==> src/rtl/sdram_arbiter_pkg.sv <==
// Shared command encoding and FSM state type for the SDRAM port arbiter.
package sdram_arbiter_pkg;

    localparam logic [1:0] CMD_IDLE  = 2'd0;
    localparam logic [1:0] CMD_WRITE = 2'd1;
    localparam logic [1:0] CMD_READ  = 2'd2;

    typedef enum logic [1:0] {
        ST_IDLE  = 2'd0,
        ST_WRITE = 2'd1,
        ST_READ  = 2'd2
    } arb_state_t;

endpackage

==> src/rtl/round_robin_picker.sv <==
// Combinational round-robin picker: first requester at or after the pointer wins.
module round_robin_picker #(
    parameter int NUM_PORTS = 3
) (
    input  logic [NUM_PORTS-1:0]         request,
    input  logic [$clog2(NUM_PORTS)-1:0] pointer,
    output logic [NUM_PORTS-1:0]         grant,
    output logic                         valid
);

    localparam int PW  = $clog2(NUM_PORTS);
    localparam int PW1 = PW + 1;

    // Scan from the farthest offset down so the closest requester is written last.
    always_comb begin
        logic [PW:0] idx;
        idx   = '0;
        grant = '0;
        valid = 1'b0;
        for (int off = NUM_PORTS - 1; off >= 0; off--) begin
            idx = {1'b0, pointer} + PW1'(off);
            if (idx >= PW1'(NUM_PORTS)) begin
                idx = idx - PW1'(NUM_PORTS);
            end
            if (request[idx[PW-1:0]]) begin
                grant              = '0;
                grant[idx[PW-1:0]] = 1'b1;
                valid              = 1'b1;
            end
        end
    end

endmodule

==> src/rtl/sdram_port_arbiter.sv <==
// Burst arbiter between frame-buffer client ports and an SDRAM controller.
// Optional SDRAM_ARBITER_READ_PRIORITY_EN: requesting read ports always beat write ports.
//
// state  | meaning
// IDLE   | no burst; grant the next requesting port (command 0)
// WRITE  | streaming BURST_LENGTH words from the granted write port (command 1)
// READ   | streaming BURST_LENGTH words into the granted read port (command 2)
module sdram_port_arbiter
    import sdram_arbiter_pkg::*;
#(
    parameter int                       NUM_PORTS     = 3,
    parameter int                       BURST_LENGTH  = 8,
    parameter int                       ADDRESS_WIDTH = 22,
    parameter logic [NUM_PORTS-1:0]     PORT_IS_READ  = 3'b010,
    parameter logic [ADDRESS_WIDTH-1:0] FRAME_BASE [NUM_PORTS] = '{default: '0},
    parameter logic [ADDRESS_WIDTH-1:0] FRAME_END  [NUM_PORTS] =
        '{default: ADDRESS_WIDTH'((640 * 480) / 2)}
) (
    input  logic                          sdram_clk,
    input  logic                          reset,
    input  logic [NUM_PORTS-1:0]          port_request,
    input  logic [NUM_PORTS-1:0]          port_frame_sync,
    input  logic [NUM_PORTS-1:0][15:0]    port_write_data,
    output logic [NUM_PORTS-1:0]          port_write_acknowledge,
    output logic [NUM_PORTS-1:0]          port_read_valid,
    output logic [15:0]                   read_data,
    output logic [1:0]                    command,
    output logic [ADDRESS_WIDTH-1:0]      data_address,
    output logic [15:0]                   data_write,
    input  logic [15:0]                   data_read,
    input  logic                          data_read_valid,
    input  logic                          data_write_done
);

    localparam int PW  = $clog2(NUM_PORTS);
    localparam int BW  = (BURST_LENGTH > 1) ? $clog2(BURST_LENGTH) : 1;
    localparam int AW1 = ADDRESS_WIDTH + 1;
    localparam logic [BW-1:0]  LAST_BEAT  = BW'(BURST_LENGTH - 1);
    localparam logic [AW1-1:0] BURST_STEP = AW1'(BURST_LENGTH);

    arb_state_t                state, state_next;
    logic [PW-1:0]             granted;
    logic [PW-1:0]             rr_pointer;
    logic [BW-1:0]             beat_count;
    logic [ADDRESS_WIDTH-1:0]  port_address [NUM_PORTS];
    logic [ADDRESS_WIDTH-1:0]  address_next [NUM_PORTS];
    logic [NUM_PORTS-1:0]      sync_pending;
    logic [NUM_PORTS-1:0]      pick_request;
    logic [NUM_PORTS-1:0]      pick_grant;
    logic                      pick_valid;
    logic [PW-1:0]             pick_index;
    logic [NUM_PORTS-1:0]      port_busy;
    logic                      beat;
    logic                      burst_done;
    logic                      grant_now;

`ifdef SDRAM_ARBITER_READ_PRIORITY_EN
    always_comb begin
        if (|(port_request & PORT_IS_READ)) begin
            pick_request = port_request & PORT_IS_READ;
        end else begin
            pick_request = port_request & ~PORT_IS_READ;
        end
    end
`else
    assign pick_request = port_request;
`endif

    round_robin_picker #(
        .NUM_PORTS (NUM_PORTS)
    ) u_picker (
        .request (pick_request),
        .pointer (rr_pointer),
        .grant   (pick_grant),
        .valid   (pick_valid)
    );

    always_comb begin
        pick_index = '0;
        for (int i = 0; i < NUM_PORTS; i++) begin
            if (pick_grant[i]) begin
                pick_index = PW'(i);
            end
        end
    end

    assign grant_now  = (state == ST_IDLE) && pick_valid;
    assign beat       = ((state == ST_WRITE) && data_write_done) ||
                        ((state == ST_READ) && data_read_valid);
    assign burst_done = beat && (beat_count == LAST_BEAT);

    always_comb begin
        state_next = state;
        case (state)
            ST_IDLE: begin
                if (pick_valid) begin
                    state_next = PORT_IS_READ[pick_index] ? ST_READ : ST_WRITE;
                end
            end
            ST_WRITE, ST_READ: begin
                if (burst_done) begin
                    state_next = ST_IDLE;
                end
            end
            default: state_next = ST_IDLE;
        endcase
    end

    always_comb begin
        case (state)
            ST_WRITE: command = CMD_WRITE;
            ST_READ:  command = CMD_READ;
            default:  command = CMD_IDLE;
        endcase
    end

    always_comb begin
        port_write_acknowledge          = '0;
        port_read_valid                 = '0;
        port_write_acknowledge[granted] = (state == ST_WRITE) && data_write_done;
        port_read_valid[granted]        = (state == ST_READ) && data_read_valid;
    end

    assign data_write = port_write_data[granted];
    assign read_data  = data_read;

    // A port being granted this cycle counts as busy so its sync waits for burst end.
    always_comb begin
        logic [AW1-1:0] sum;
        sum = '0;
        for (int i = 0; i < NUM_PORTS; i++) begin
            sum             = {1'b0, port_address[i]} + BURST_STEP;
            address_next[i] = (sum == {1'b0, FRAME_END[i]}) ? FRAME_BASE[i]
                                                            : sum[ADDRESS_WIDTH-1:0];
            port_busy[i]    = ((state != ST_IDLE) && (granted == PW'(i))) ||
                              (grant_now && pick_grant[i]);
        end
    end

    always_ff @(posedge sdram_clk) begin
        if (reset) begin
            state        <= ST_IDLE;
            granted      <= '0;
            rr_pointer   <= '0;
            beat_count   <= '0;
            data_address <= '0;
            sync_pending <= '0;
            for (int i = 0; i < NUM_PORTS; i++) begin
                port_address[i] <= FRAME_BASE[i];
            end
        end else begin
            state <= state_next;
            if (grant_now) begin
                granted      <= pick_index;
                rr_pointer   <= (pick_index == PW'(NUM_PORTS - 1)) ? '0 : pick_index + PW'(1);
                data_address <= port_address[pick_index];
                beat_count   <= '0;
            end else if (beat) begin
                beat_count <= burst_done ? '0 : beat_count + BW'(1);
            end
            for (int i = 0; i < NUM_PORTS; i++) begin
                if (burst_done && (granted == PW'(i))) begin
                    port_address[i] <= (sync_pending[i] || port_frame_sync[i]) ? FRAME_BASE[i]
                                                                               : address_next[i];
                    sync_pending[i] <= 1'b0;
                end else if (port_frame_sync[i]) begin
                    if (port_busy[i]) begin
                        sync_pending[i] <= 1'b1;
                    end else begin
                        port_address[i] <= FRAME_BASE[i];
                    end
                end
            end
        end
    end

endmodule

==> config.mk <==
export PLATFORM = sky130hd
export DESIGN_NAME = sdram_port_arbiter
export DESIGN_NICKNAME = d
export VERILOG_FILES = /design/src/rtl/sdram_arbiter_pkg.sv /design/src/rtl/round_robin_picker.sv /design/src/rtl/sdram_port_arbiter.sv
export SDC_FILE = /design/constraint.sdc
export NUM_CORES = 1
export LEC_CHECK = 0
export CORE_MARGIN = 10
export CORE_UTILIZATION = 50
export CTS_BUF_LIST = sky130_fd_sc_hd__clkbuf_4 sky130_fd_sc_hd__clkbuf_8
export CTS_CLUSTER_SIZE = 28
export DETAILED_ROUTE_END_ITERATION = 10
export GPL_TIMING_DRIVEN = 0
export PLACE_DENSITY_LB_ADDON = 0.25
export SLEW_MARGIN = 20
export SYNTH_ARGS = -nofsm -noshare
export SYNTH_HDL_FRONTEND = slang
export SYNTH_SLANG_ARGS = --single-unit
==> constraint.sdc <==
create_clock -name sdram_clk -period 4.4 [get_ports sdram_clk]
set_input_delay 0.44 -clock sdram_clk [delete_from_list [all_inputs] [get_ports sdram_clk]]
set_output_delay 0.44 -clock sdram_clk [all_outputs]
set_load 0.02 [all_outputs]
* Yosys cells after proc, flatten, opt, wreduce, memory -nomap -nowiden *
Memories as Yosys holds them, arrays and structs flattened. A register that Yosys moved wholly into a read port is not among the register bits.
Cells that the tools add are included.

storage, ports and cells
  bits in registers = 12
  RAM bits = 66
  input bits = 74
  output and inout bits = 62
  logic and storage cells = 159
  memories kept = 1

operators by class
  add/subtract/negate cells = 10
  magnitude comparators = 12
  equal/unequal tests = 11
  multiplexer cells = 74
  bitwise gates (word level) = 8
  reduce and logical (&&, ||, !) cells = 36

memory list
  memory        words  width  rd ports  clocked after memory_dff  wr ports  RTL line                  source
  port_address  3      22     4         1                         3         sdram_port_arbiter.sv:45  logic [ADDRESS_WIDTH-1:0] port_address [NUM_PORTS];

operators by type and width
  kind                                                        count
  2-to-1 mux 22 bit                                           12
  adder 22 x 4 -> 23 bit, second input constant               3
  == test 23 x 18 -> 1 bit, second input constant             3
  2-to-1 mux 1 bit                                            38
  binary-select mux 16 bit (select 2 bit)                     1
  logical AND 1 bit                                           17
  2-to-1 mux 16 bit                                           1
  2-to-1 mux 2 bit                                            8
  less-than comparator 2 x 3 -> 1 bit, second input constant  5
  2-to-1 mux 3 bit                                            4
  OR reduction 2 bit                                          5
  binary-select mux 1 bit (select 2 bit)                      4
  demux 1 bit (select 2 bit)                                  4
  >= comparator 2 x 1 -> 1 bit, second input constant         4
  one-hot mux 2 bit (2 select lines)                          2
  AND reduction 2 bit                                         4
  logical OR 1 bit                                            7
  bitwise AND 3 bit                                           2
  == test 2 bit, second input constant                        3
  >= comparator 3 x 2 -> 1 bit, second input constant         2
  OR 1 bit                                                    6
  subtractor 2 bit, second input constant                     3
  == test 2 x 1 -> 1 bit, second input constant               2
  logical NOT 2 bit                                           2
  8 further kinds                                             9

* Depth between registers and ports, before layout *
  depth in word-level cells = 18
  gate-level depth with buffers = 11
  gate-level depth less buffers = 9

* Modules after synthesis *
Synthesis repeated with hierarchy kept, for this count alone.

second synthesis, totals
  cells, all modules = 764
  area total of the unflattened synthesis = 6277.3 sq um

modules (own cells, without submodules)
  module              instances  cells an instance  area an instance (sq um)  seq. area each (sq um)
  sdram_port_arbiter  1          729                6035.8                    2122.0
  round_robin_picker  1          35                 241.5                     0.0

* Worst setup path before layout *
OpenSTA, ideal clock, no wires.

  path type = register to register
  start point = register rr_pointer[1]
  end point = memory port_address[1][11] (data pin)
  setup time = 0.257 ns
  data arrival time = 2.586 ns
  required time = 4.143 ns
  path slack = 1.557 ns
  cell stages (with the launch flop) = 11
  path buffers = 1
  clock period less this slack = 2.843 ns
  path through = dfxtp_1 -> inv_1 -> ha_1 -> mux2_2 -> a21oi_1 -> nor4b_1 -> a2111oi_0 -> o21ai_0 -> a31o_2 -> buf_2 -> nor2_1

RTL lines
  what                      RTL line                   source
  start: declaration        sdram_port_arbiter.sv:43   logic [PW-1:0] rr_pointer;
  start signal: assignment  sdram_port_arbiter.sv:155  rr_pointer <= (pick_index == PW'(NUM_PORTS - 1)) ? '0 : pick_index + PW'(1);
  end: declaration          sdram_port_arbiter.sv:45

==> results.md <==
- By area, the combinational part of the netlist is dominated by simple AND/OR/NAND/NOR gates.
- The transition time at the pin with the least slew margin is about 0.91 ns.
- The weighted congestion at the end of routability-driven global placement is slightly below 1.
- The post-detailed-route wirelength per cell is between 15 and 20 um.
- The worst-path maximum fanout is 10.
- Of the cells placed in the final design, the portion with a size suffix greater than 1 is 6.480%.
- The area inside the core boundary is roughly 0.012 mm^2.
- Final hold analysis gives a worst-case slack of 0.4573 ns.
- The path class of the lowest-slack min-delay path is flip-flop to flip-flop.
- Entering global routing, the biggest net connects 20 pins.
- Clock latency on the worst-skew pair, taken at its later pin, is about 0.37 ns.
- The share of the Yosys chip area taken by registers is between 30% and 40%.
- The worst-case IR drop observed on VDD is 0.3486 mV.
- The synthesized-area fraction occupied by ao, oa, aoi and oai cells is 16.50%.
- The startpoint identified for the worst register-to-register timing path is rr_pointer[1].
- The pre-antenna-repair detailed-routing pass consisted of 6 iterations.
- CTS saw between 80 and 90 sinks.
- The end point of the worst hold path is sync_pending[2].
- The half-perimeter wire length after placement is about 15,000 um.
- The synthesized netlist devotes 25.92% of its cell area to simple gates.
- The distinct cell type count of the synthesized netlist is 64.
- The clock skew is ~0.012 ns.
- The category of the worst setup path capture point is a flip-flop.
- Setup repair after global routing left no endpoint under its margin.
- The wire length of the first global-routing pass is 29,950 um.
- After detailed routing, the number of vias per cell comes to between 5 and 6.
- Across all layers, the routed design uses slightly above 6,000 vias.
- The level count of the clock H-tree is 3.
- Once the clock tree was built, the resizer swapped 0 gates to a different size.
- The floorplan step set the die width to around 130 um.
- The count of synthesis-stage warnings from yosys is 0.
- For this run, the share of the core covered by cells in the final layout is 64.07%.
- The initial core utilization is around half.
- The number of enable flip-flop cells after synthesis is 38.
- Multiplexer cells account for about 7.6% of the synthesized area.
- Headroom to the max-slew limit came out at about two fifths.
- The total setup buffers inserted after CTS is 0.
- Setup total negative slack on the finished layout was measured at 0 ns.
- The count of final setup violators is 0.
- The synthesized cell area is approximately 0.006 mm^2.
- The category of the critical setup timing path is flip-flop to flip-flop.
- The run finished with clean final reports.
- Of the total synthesized cell area, the portion taken by XOR and XNOR cells is under 10%.
- The final critical-path required period is approximately 3.7 ns.
- The number of top-level pins is about 140.
- The worst setup path is launched from a flip-flop.
- Input and output buffers added on the ports amount to approximately 120.
- After clock tree synthesis, the flow added hold-fix buffers numbering 0.
- In this run the critical register-to-register path is captured at port_address[1][14].
- The placement row count is 40.
- The maximum clock insertion buffer count is 2.
- The via count of the first global-routing pass was ~5,800.
- The power density over the cells is about 530 mW/mm^2.
- The clock buffer count from CTS is 9.
- Synthesis produced a netlist whose cell count is between 700 and 800.
- After the flow finishes, the layout carries non-filler instances totaling 1,042.
- Summing the areas of all fa, ha and maj instances in the mapped netlist gives under 10% of the synthesized area.
- STA puts the critical path data arrival time at 3.86 ns.
- The number of cells on the worst reg-to-reg path is 10.
- The number of antenna violations at the first check in global routing is 0.
- Including well taps, the total number of placed cells is around 1,000.
- The clock slew seen by the registers of the worst setup and hold paths is 0.09 ns.
- The area growth from synthesis to layout is 25.12%.
- The most common library cell in the layout ignoring fill and taps is sky130_fd_sc_hd__clkdlybuf4s50_1.
- The flip-flop and latch count after synthesis is slightly below 90.
- The top flip-flop cell by instance count after synthesis is sky130_fd_sc_hd__dfxtp_1.
- The post-detailed-route count of antenna-violating nets is 0.
- The fraction of synthesis flops using an asynchronous set or reset pin is 0%.
- The total count of max-transition violations in the final report is 0.
- In the layout the commonest cells are sky130_fd_sc_hd__clkdlybuf4s50_1 (116), sky130_fd_sc_hd__nand2_1 (101), sky130_fd_sc_hd__nor2_1 (69), sky130_fd_sc_hd__a21oi_1 (59), sky130_fd_sc_hd__dfxtp_1 (49).
- The die is 130.9 um tall.
- The number of hold-slack violations in the final timing report is 0.
- The worst-case register-to-register setup slack is around 0.66 ns.
- Global routing used 21.91% of the available tracks.
- The final critical-path share of the clock period is 85.07%.
- For this run, the top clock speed supported by timing is ~270 MHz.
- The source of the worst hold timing path is sync_pending[2].
- After global routing the overflow that remains totals 0.
- The number of cells on the worst hold path is 2.
- Across the run, the number of max-cap violations was 0.
- TritonCTS built the clock tree.
- The total leakage power is between 2 and 3 nW.
- At the worst endpoint, the required time is 4.51 ns.
- In this run the mean area of a mapped cell was a little over 8 um^2.
- The wire length after detailed routing is around 19,000 um.
- The tree is rooted in a sky130_fd_sc_hd__clkbuf_8.
- After detailed routing, the number of remaining DRC violations is 0.
- The iteration-0 DRC count of the detailed router is around 560.
- The number of nets at the end of the flow is 978.
- The repair_antennas step left the layout with diodes totalling 0.
- The die area is between 0.015 and 0.02 mm^2.
-- layout make-up --
| type | instances | area [um^2] |
|---|---|---|
| sequential | 87 | 2122 |
| clock buffer | 12 | 146.4 |
| inverter | 17 | 63.81 |
| fill | 1048 | 4315 |
| tap | 147 | 183.9 |
| buffer | 70 | 387.9 |
| multi-input combinational | 589 | 3585 |
| clock inverter | 4 | 46.29 |
| timing repair buffer | 116 | 1161 |
-- logic make-up (layout without fill, tap and decap cells) --
kind of cell | Yosys count | in the layout
AND/OR/NAND/NOR | 324 | 324
AO/OA/AOI/OAI | 165 | 165
flip-flops | 87 | 87
buffers and inverters | 87 | 219
multiplexers | 46 | 46
XOR/XNOR | 37 | 37
adder cells (fa/ha/maj) | 14 | 14
other | 1 | 3
-- state kept, by name, summed over array words and instances, names as in the netlist --
signal	cells
port_address	57
data_address	19
beat_count	3
sync_pending	3
rr_pointer	2
state	2
granted	1
-- critical path, cell delays in order, from the launching register on --
cell                        delay (ns)
sky130_fd_sc_hd__dfxtp_1          0.37
sky130_fd_sc_hd__inv_1            0.23
sky130_fd_sc_hd__ha_1             0.32
sky130_fd_sc_hd__mux2_2           0.36
sky130_fd_sc_hd__a21oi_1          0.29
sky130_fd_sc_hd__nor4b_1          0.37
sky130_fd_sc_hd__a2111oi_0        0.19
sky130_fd_sc_hd__o21ai_0          0.75
sky130_fd_sc_hd__a31o_2           0.28
sky130_fd_sc_hd__buf_2            0.25
sky130_fd_sc_hd__nor2_1           0.08
-- synthesized netlist by cell type (all sizes together) (2+ instances only) --
master / count / area (um^2)
nor2b: 9 / 56.30
mux2i: 42 / 420.4
o21ai: 37 / 185.2
buf: 35 / 256.5
a21o: 2 / 15.01
a31oi: 9 / 56.30
ha: 14 / 175.2
a21oi: 59 / 295.3
a22oi: 2 / 15.01
dfxtp: 49 / 980.9
and3: 18 / 123.9
o22ai: 2 / 12.51
nand3: 35 / 175.2
and2: 10 / 63.81
a311oi: 2 / 17.52
nand2b: 8 / 50.05
xor2: 19 / 166.4
nor4bb: 2 / 20.02
xnor2: 18 / 157.7
clkbuf: 35 / 131.4
o32a: 2 / 20.02
inv: 17 / 63.81
nor3: 27 / 140.1
nand4: 15 / 93.84
a2111oi: 3 / 26.28
nor3b: 5 / 37.54
o211ai: 25 / 187.7
edfxtp: 38 / 1141
and4: 5 / 43.79
a211oi: 6 / 45.04
a31o: 2 / 17.52
nor2: 69 / 259.0
and3b: 2 / 17.52
nand2: 101 / 379.1
nor4: 5 / 31.28
o21a: 3 / 22.52
or3: 4 / 25.02
mux2: 4 / 45.04
nor4b: 2 / 17.52
nand4b: 3 / 26.28
-- worst max path at each step --
stage | from | to | cells after the start
global route | rr_pointer[1] | port_address[1][9] | 10
finish | rr_pointer[1] | port_address[1][14] | 10
detailed placement | port_request[1] | port_address[1][13] | 9
global placement | port_request[1] | port_address[1][12] | 9
CTS | rr_pointer[1] | port_address[1][13] | 10
floorplan | rr_pointer[1] | port_address[1][11] | 10
-- stage by stage --
stage	power, mW	instance area (um^2)	worst slack, ns
after floorplan	2.693	6158	1.557
after global placement	3.481	7503	0.7333
after detailed placement	3.532	7503	0.7329
after CTS	4.104	7696	0.7170
after global routing	4.372	7696	0.4158
final	4.098	7696	0.6570
-- power by group --
group,internal [mW],switching [mW]
Clock,0.279,0.288
Combinational,0.908,1.34
Sequential,1.08,0.204
-- metal layers --
metal / wire length [um] / vias to the layer above / GRT usage, %
met5: 0 / - / 0
met4: 425 / 0 / 7.783
met3: 1837 / 31 / 5.036
met2: 8641 / 301 / 36.10
met1: 8175 / 2865 / 27.47
li1: - / 2967 / -
(Power assumes the default switching activity.)
